## src/rtl/res_arb_pkg.sv

```systemverilog
// Shared types for the result-memory port arbiter: FSM states, port index and width defaults.
package res_arb_pkg;
    localparam int AW_DEF = 14;
    localparam int DW_DEF = 8;

    typedef enum logic [1:0] {
        IDLE = 2'd0,
        OWN0 = 2'd1,
        OWN1 = 2'd2
    } arb_state_t;

    typedef logic port_t;
    localparam port_t PORT0 = 1'b0;
    localparam port_t PORT1 = 1'b1;
endpackage

```

## src/rtl/res_arb_rtag.sv

```systemverilog
// Read-return path: remembers which port issued each read and steers mem_di back two edges later.
module res_arb_rtag
    import res_arb_pkg::*;
#(
    parameter int DW = DW_DEF
) (
    input  logic          clk,
    input  logic          reset,
    input  logic          rd_issue,
    input  port_t         rd_port,
    input  logic [DW-1:0] mem_di,
    output logic          rvalid0,
    output logic          rvalid1,
    output logic [DW-1:0] rdata0,
    output logic [DW-1:0] rdata1
);
    logic  tag_vld0, tag_vld1;
    port_t tag_port0, tag_port1;

    // Stage 0 lines up with mem_rd, stage 1 with mem_di; data is captured on the following edge.
    always_ff @(posedge clk or negedge reset) begin
        if (!reset) begin
            tag_vld0  <= 1'b0;
            tag_vld1  <= 1'b0;
            tag_port0 <= PORT0;
            tag_port1 <= PORT0;
            rvalid0   <= 1'b0;
            rvalid1   <= 1'b0;
            rdata0    <= '0;
            rdata1    <= '0;
        end else begin
            tag_vld0  <= rd_issue;
            tag_port0 <= rd_port;
            tag_vld1  <= tag_vld0;
            tag_port1 <= tag_port0;
            rvalid0   <= tag_vld1 && (tag_port1 == PORT0);
            rvalid1   <= tag_vld1 && (tag_port1 == PORT1);
            if (tag_vld1 && (tag_port1 == PORT0)) rdata0 <= mem_di;
            if (tag_vld1 && (tag_port1 == PORT1)) rdata1 <= mem_di;
        end
    end
endmodule

```

## src/rtl/res_port_arbiter.sv

```systemverilog
// Round-robin arbiter multiplexing the DT engine (port 0) and host path (port 1) onto one registered memory port.
module res_port_arbiter
    import res_arb_pkg::*;
#(
    parameter int AW        = AW_DEF,
    parameter int DW        = DW_DEF,
    parameter int MAX_BURST = 16
) (
    input  logic          clk,
    input  logic          reset,
    input  logic          req0,
    input  logic          req1,
    input  logic          we0,
    input  logic          we1,
    input  logic [AW-1:0] addr0,
    input  logic [AW-1:0] addr1,
    input  logic [DW-1:0] wdata0,
    input  logic [DW-1:0] wdata1,
    input  logic          lock0,
    input  logic          lock1,
    output logic          gnt0,
    output logic          gnt1,
    output logic          rvalid0,
    output logic          rvalid1,
    output logic [DW-1:0] rdata0,
    output logic [DW-1:0] rdata1,
    output logic          mem_rd,
    output logic          mem_wr,
    output logic [AW-1:0] mem_addr,
    output logic [DW-1:0] mem_do,
    input  logic [DW-1:0] mem_di
);
    localparam int CW = 8;

    arb_state_t    state;
    port_t         rr_ptr;
    logic [CW-1:0] burst_cnt;

    logic          acc0, acc1, acc, acc_we;
    logic [AW-1:0] acc_addr;
    logic [DW-1:0] acc_wdata;
    logic [CW-1:0] cnt_inc;
    logic          at_limit;

    assign gnt0 = (state == OWN0);
    assign gnt1 = (state == OWN1);

    assign acc0      = req0 && gnt0;
    assign acc1      = req1 && gnt1;
    assign acc       = acc0 || acc1;
    assign acc_we    = acc1 ? we1 : we0;
    assign acc_addr  = acc1 ? addr1 : addr0;
    assign acc_wdata = acc1 ? wdata1 : wdata0;

    // The limit is judged on the count including this edge's transfer, so the owner gets exactly MAX_BURST.
    assign cnt_inc  = (acc && (burst_cnt != CW'(MAX_BURST))) ? burst_cnt + CW'(1) : burst_cnt;
    assign at_limit = (cnt_inc == CW'(MAX_BURST));

    always_ff @(posedge clk or negedge reset) begin
        if (!reset) begin
            state     <= IDLE;
            rr_ptr    <= PORT0;
            burst_cnt <= '0;
        end else begin
            case (state)
                IDLE: begin
                    if (req0 && req1)  state <= (rr_ptr == PORT1) ? OWN1 : OWN0;
                    else if (req0)     state <= OWN0;
                    else if (req1)     state <= OWN1;
                end
                OWN0: begin
                    if (!lock0 && (!req0 || (at_limit && req1))) begin
                        state     <= req1 ? OWN1 : IDLE;
                        rr_ptr    <= PORT1;
                        burst_cnt <= '0;
                    end else begin
                        burst_cnt <= cnt_inc;
                    end
                end
                OWN1: begin
                    if (!lock1 && (!req1 || (at_limit && req0))) begin
                        state     <= req0 ? OWN0 : IDLE;
                        rr_ptr    <= PORT0;
                        burst_cnt <= '0;
                    end else begin
                        burst_cnt <= cnt_inc;
                    end
                end
                default: state <= IDLE;
            endcase
        end
    end

    // Address and data hold between transfers; only the strobes drop.
    always_ff @(posedge clk or negedge reset) begin
        if (!reset) begin
            mem_rd   <= 1'b0;
            mem_wr   <= 1'b0;
            mem_addr <= '0;
            mem_do   <= '0;
        end else if (acc) begin
            mem_rd   <= !acc_we;
            mem_wr   <= acc_we;
            mem_addr <= acc_addr;
            mem_do   <= acc_wdata;
        end else begin
            mem_rd   <= 1'b0;
            mem_wr   <= 1'b0;
        end
    end

    res_arb_rtag #(.DW(DW)) u_rtag (
        .clk      (clk),
        .reset    (reset),
        .rd_issue (acc && !acc_we),
        .rd_port  (acc1 ? PORT1 : PORT0),
        .mem_di   (mem_di),
        .rvalid0  (rvalid0),
        .rvalid1  (rvalid1),
        .rdata0   (rdata0),
        .rdata1   (rdata1)
    );
endmodule

```

## config.mk

```make
export PLATFORM = sky130hd
export DESIGN_NAME = res_port_arbiter
export DESIGN_NICKNAME = d
export VERILOG_FILES = /design/src/rtl/res_arb_pkg.sv /design/src/rtl/res_arb_rtag.sv /design/src/rtl/res_port_arbiter.sv
export SDC_FILE = /design/constraint.sdc
export NUM_CORES = 1
export LEC_CHECK = 0
export ABC_AREA = 0
export CORE_MARGIN = 2
export CORE_UTILIZATION = 45
export DETAILED_ROUTE_END_ITERATION = 6
export PLACE_DENSITY_LB_ADDON = 0.08
export SYNTH_ARGS = -nofsm -noshare
export SYNTH_HDL_FRONTEND = slang
export SYNTH_SLANG_ARGS = --single-unit
export TNS_END_PERCENT = 50
```

## constraint.sdc

```tcl
create_clock -name clk -period 2.9 [get_ports clk]
set_input_delay 0.58 -clock clk [delete_from_list [all_inputs] [get_ports clk]]
set_output_delay 0.58 -clock clk [all_outputs]
set_load 0.005 [all_outputs]
```

==> metrics.yaml <==
run_status:
  status: "finished clean"
clock_network:
  cts_resized: 0
  post_cts_buffers: 0
  numCtsBuffers: 5
  cts.htree.levels: 2
  cts_tree: "done"
  holdBufCountCts: 0
  clockBufferDepth: 2
  cts.sinks: 56
  clk_latency_ns: 0.32
  root_buffer: "clkbuf_8"
  cts.clk_slew.worst_paths_ns: 0.11
setup_path:
  timing.rr.end: "state[1]"
  reg2reg_from: "burst_cnt[5]"
  end_kind: "flop"
  rr_worst_depth: 7
  reg2reg_slack_ns: 0.24
  crit_arrival_ns: 2.86
  worstPathMaxFanout: 7
  worstSetupStartpointType: "flop"
  cp_data_required_time_ns: 3.10
  path_class: "reg2reg"
placed_design:
  pre_cts_ws_ns: 0.0417
  hpwl_um: 4690
  io_buffers: 103
  place_congestion: 0.804
global_routing:
  grt_start_max_net_pins: 57
  antenna_found_initial: 0
  grt_pass1_wl_um: 10900
  grt_overflow: 0
  grt_pass1_vias: 2355
  grtUsageTotal: 0.190
timing:
  finalSetupViolCount: 0
  timing.final.ws_setup_ns: 0.241
  fin_crit_sh: 0.917
  hold_viol: 0
  fin_crit_ns: 2.66
  fin_skew_ns: 0.0118
  fin_tns_setup_ns: 0
  rsz0062_at_grt: "no"
  maxSlewViolCount: 0
  tightest_slew_ns: 0.707
  relSlewSlack: 0.529
  max_freq_mhz: 376
floorplanning:
  die-area_um2: 6940
  die_w_um: 83.3
  row_count: 28
  die_y_um: 83.3
  fp.coreArea_um2: 5990
  pin_count: 104
  initial_utilization: 0.472
synthesis:
  syn_nets: 328
  ys.flop_type: "dfrtp_1"
  synth_area_um2: 2830
  ys_ff_latch: 56
  synth.distinct_cells: 48
  async_reset_ff_frac: 1.00
  seq_area_frac_synth: 0.495
  syn_avg_cell_area_um2: 10.8
  synth_edf_count: 0
  postSynthCellCount: 262
  yosysWarnings: 0
power:
  ir_worst_vdd_mv: 0.454
  powerDensity_nw_per_um2: 919
  leakage_nw: 1.82
routing:
  dr.first_iter.drc_count: 138
  drc_errors: 0
  met2WireLength_um: 3200
  drt_wl_total_um: 6470
  drt-vias-per-instance: 5.20
  highest_layer: "met4"
  m1WireLength_um: 2810
  postRouteAntennaNets: 0
  wl_per_cell_um: 14.5
  drt-pass1-iter-count: 4
  num_vias: 2326
  wl_met3_um: 426
final_layout:
  mostFrequentLayoutCells: "clkdlybuf4s50_1, dfrtp_1, o21ai_0, nand2_1, mux2i_1"
  areaGrowthSynthToFinish_pct: 44.3
  layout_commonest_cell: "clkdlybuf4s50_1"
  drive_gt1_frac: 0.137
  utilization: 0.681
  nets: 437
  antenna_cells_inserted: 0
worst_hold_path:
  holdCritStartpoint: "u_rtag.tag_port0"
  min_path_type: "reg2reg"
  whs_path_depth: 0
  min_to: "u_rtag.tag_port1"
flow_run:
  max_cap_viol_count: 0
-- layout make-up --
type                            count  area, µm²
Fill cell                         480       1910
Sequential cell                    56       1400
Multi-Input combinational cell    179       1310
Timing Repair Buffer              118       1140
Tap cell                           75       93.8
Clock buffer                        5       68.8
Inverter                           11       41.3
Clock inverter                      3       26.3
-- power by group --
part	total (mW)	leakage (nW)	switching [mW]	internal (mW)
logic	1.89	1.09	0.764	1.12
registers	1.41	0.682	0.262	1.14
clock network	0.459	0.0423	0.283	0.177
total	3.75	1.82	1.31	2.44
-- worst max path at each step --
stage / startpoint / end / slack, ns / cells after the start
2_1_floorplan: state[0] / state[1] / 0.27 / 11
3_3_place_gp: req1 / state[1] / 0.09 / 8
4_1_cts: burst_cnt[5] / burst_cnt[7] / 0.25 / 8
6_report: burst_cnt[5] / state[1] / 0.24 / 7
5_1_grt: burst_cnt[1] / burst_cnt[6] / 0.09 / 11
3_5_place_dp: req1 / burst_cnt[7] / 0.04 / 9
-- sequential cells by signal (all words and copies together), names as in the netlist --
| register | flops |
|---|---|
| burst_cnt | 8 |
| mem_addr | 14 |
| mem_do | 8 |
| mem_rd | 1 |
| mem_wr | 1 |
| rr_ptr | 1 |
| state | 2 |
| u_rtag.rdata0 | 8 |
| u_rtag.rdata1 | 8 |
| u_rtag.rvalid0 | 1 |
| u_rtag.rvalid1 | 1 |
| u_rtag.tag_port0 | 1 |
| u_rtag.tag_port1 | 1 |
| u_rtag.tag_vld1 | 1 |
-- synth_stat cells, types with 3 or more instances --
cell type,instances,area [µm²]
and2_1,3,18.8
clkbuf_1,9,33.8
nor2_1,7,26.3
and3_1,3,18.8
nand3_1,3,15.0
nand2_1,29,109
clkbuf_2,3,15.0
mux2_2,17,191
ha_1,6,75.1
o22ai_1,3,18.8
o21ai_0,33,165
inv_1,11,41.3
nand4_1,5,31.3
nand2b_1,4,25.0
a21oi_1,7,35.0
nor3_1,3,15.0
dfrtp_1,56,1400
nor2b_1,3,18.8
mux2i_1,23,230
-- stage by stage --
stage,cell area [µm²],instances,power [mW],hold slack (ns)
global placement,3990,439,3.27,0.336
floorplan,2830,262,2.35,0.284
finish,4080,447,3.75,0.356
detailed placement,3990,439,3.32,0.336
global route,4080,447,4.05,0.382
CTS,4080,447,3.78,0.368
-- worst max-delay path, cell delays in order, from the launching register on --
cell       delay [ns]
dfrtp_1          0.47
or3_4            0.43
o41a_1           0.41
mux2_2           0.26
nand3_2          0.09
o221a_4          0.24
a2111oi_4        0.32
mux2_4           0.33
-- logic make-up (layout without fill, tap and decap cells) --
family,after synthesis,in the layout,share of synthesized area
xor gates and xnor gates,1,1,0.00310
adders and majority gates,6,6,0.0265
AOI/OAI and AO/OA,60,60,0.146
buffers and inverters,27,137,0.0411
and+or+nand+nor,71,71,0.134
DFF,56,56,0.495
muxes,41,41,0.154
-- per-layer routing --
| metal | track usage | up-vias |
|---|---|---|
| met5 | 0 | - |
| met4 | 0.0358 | 0 |
| met3 | 0.0577 | 4 |
| met2 | 0.327 | 68 |
| met1 | 0.238 | 1103 |
| li1 | - | 1151 |
Note: power is estimated with default switching activity, not from simulation.
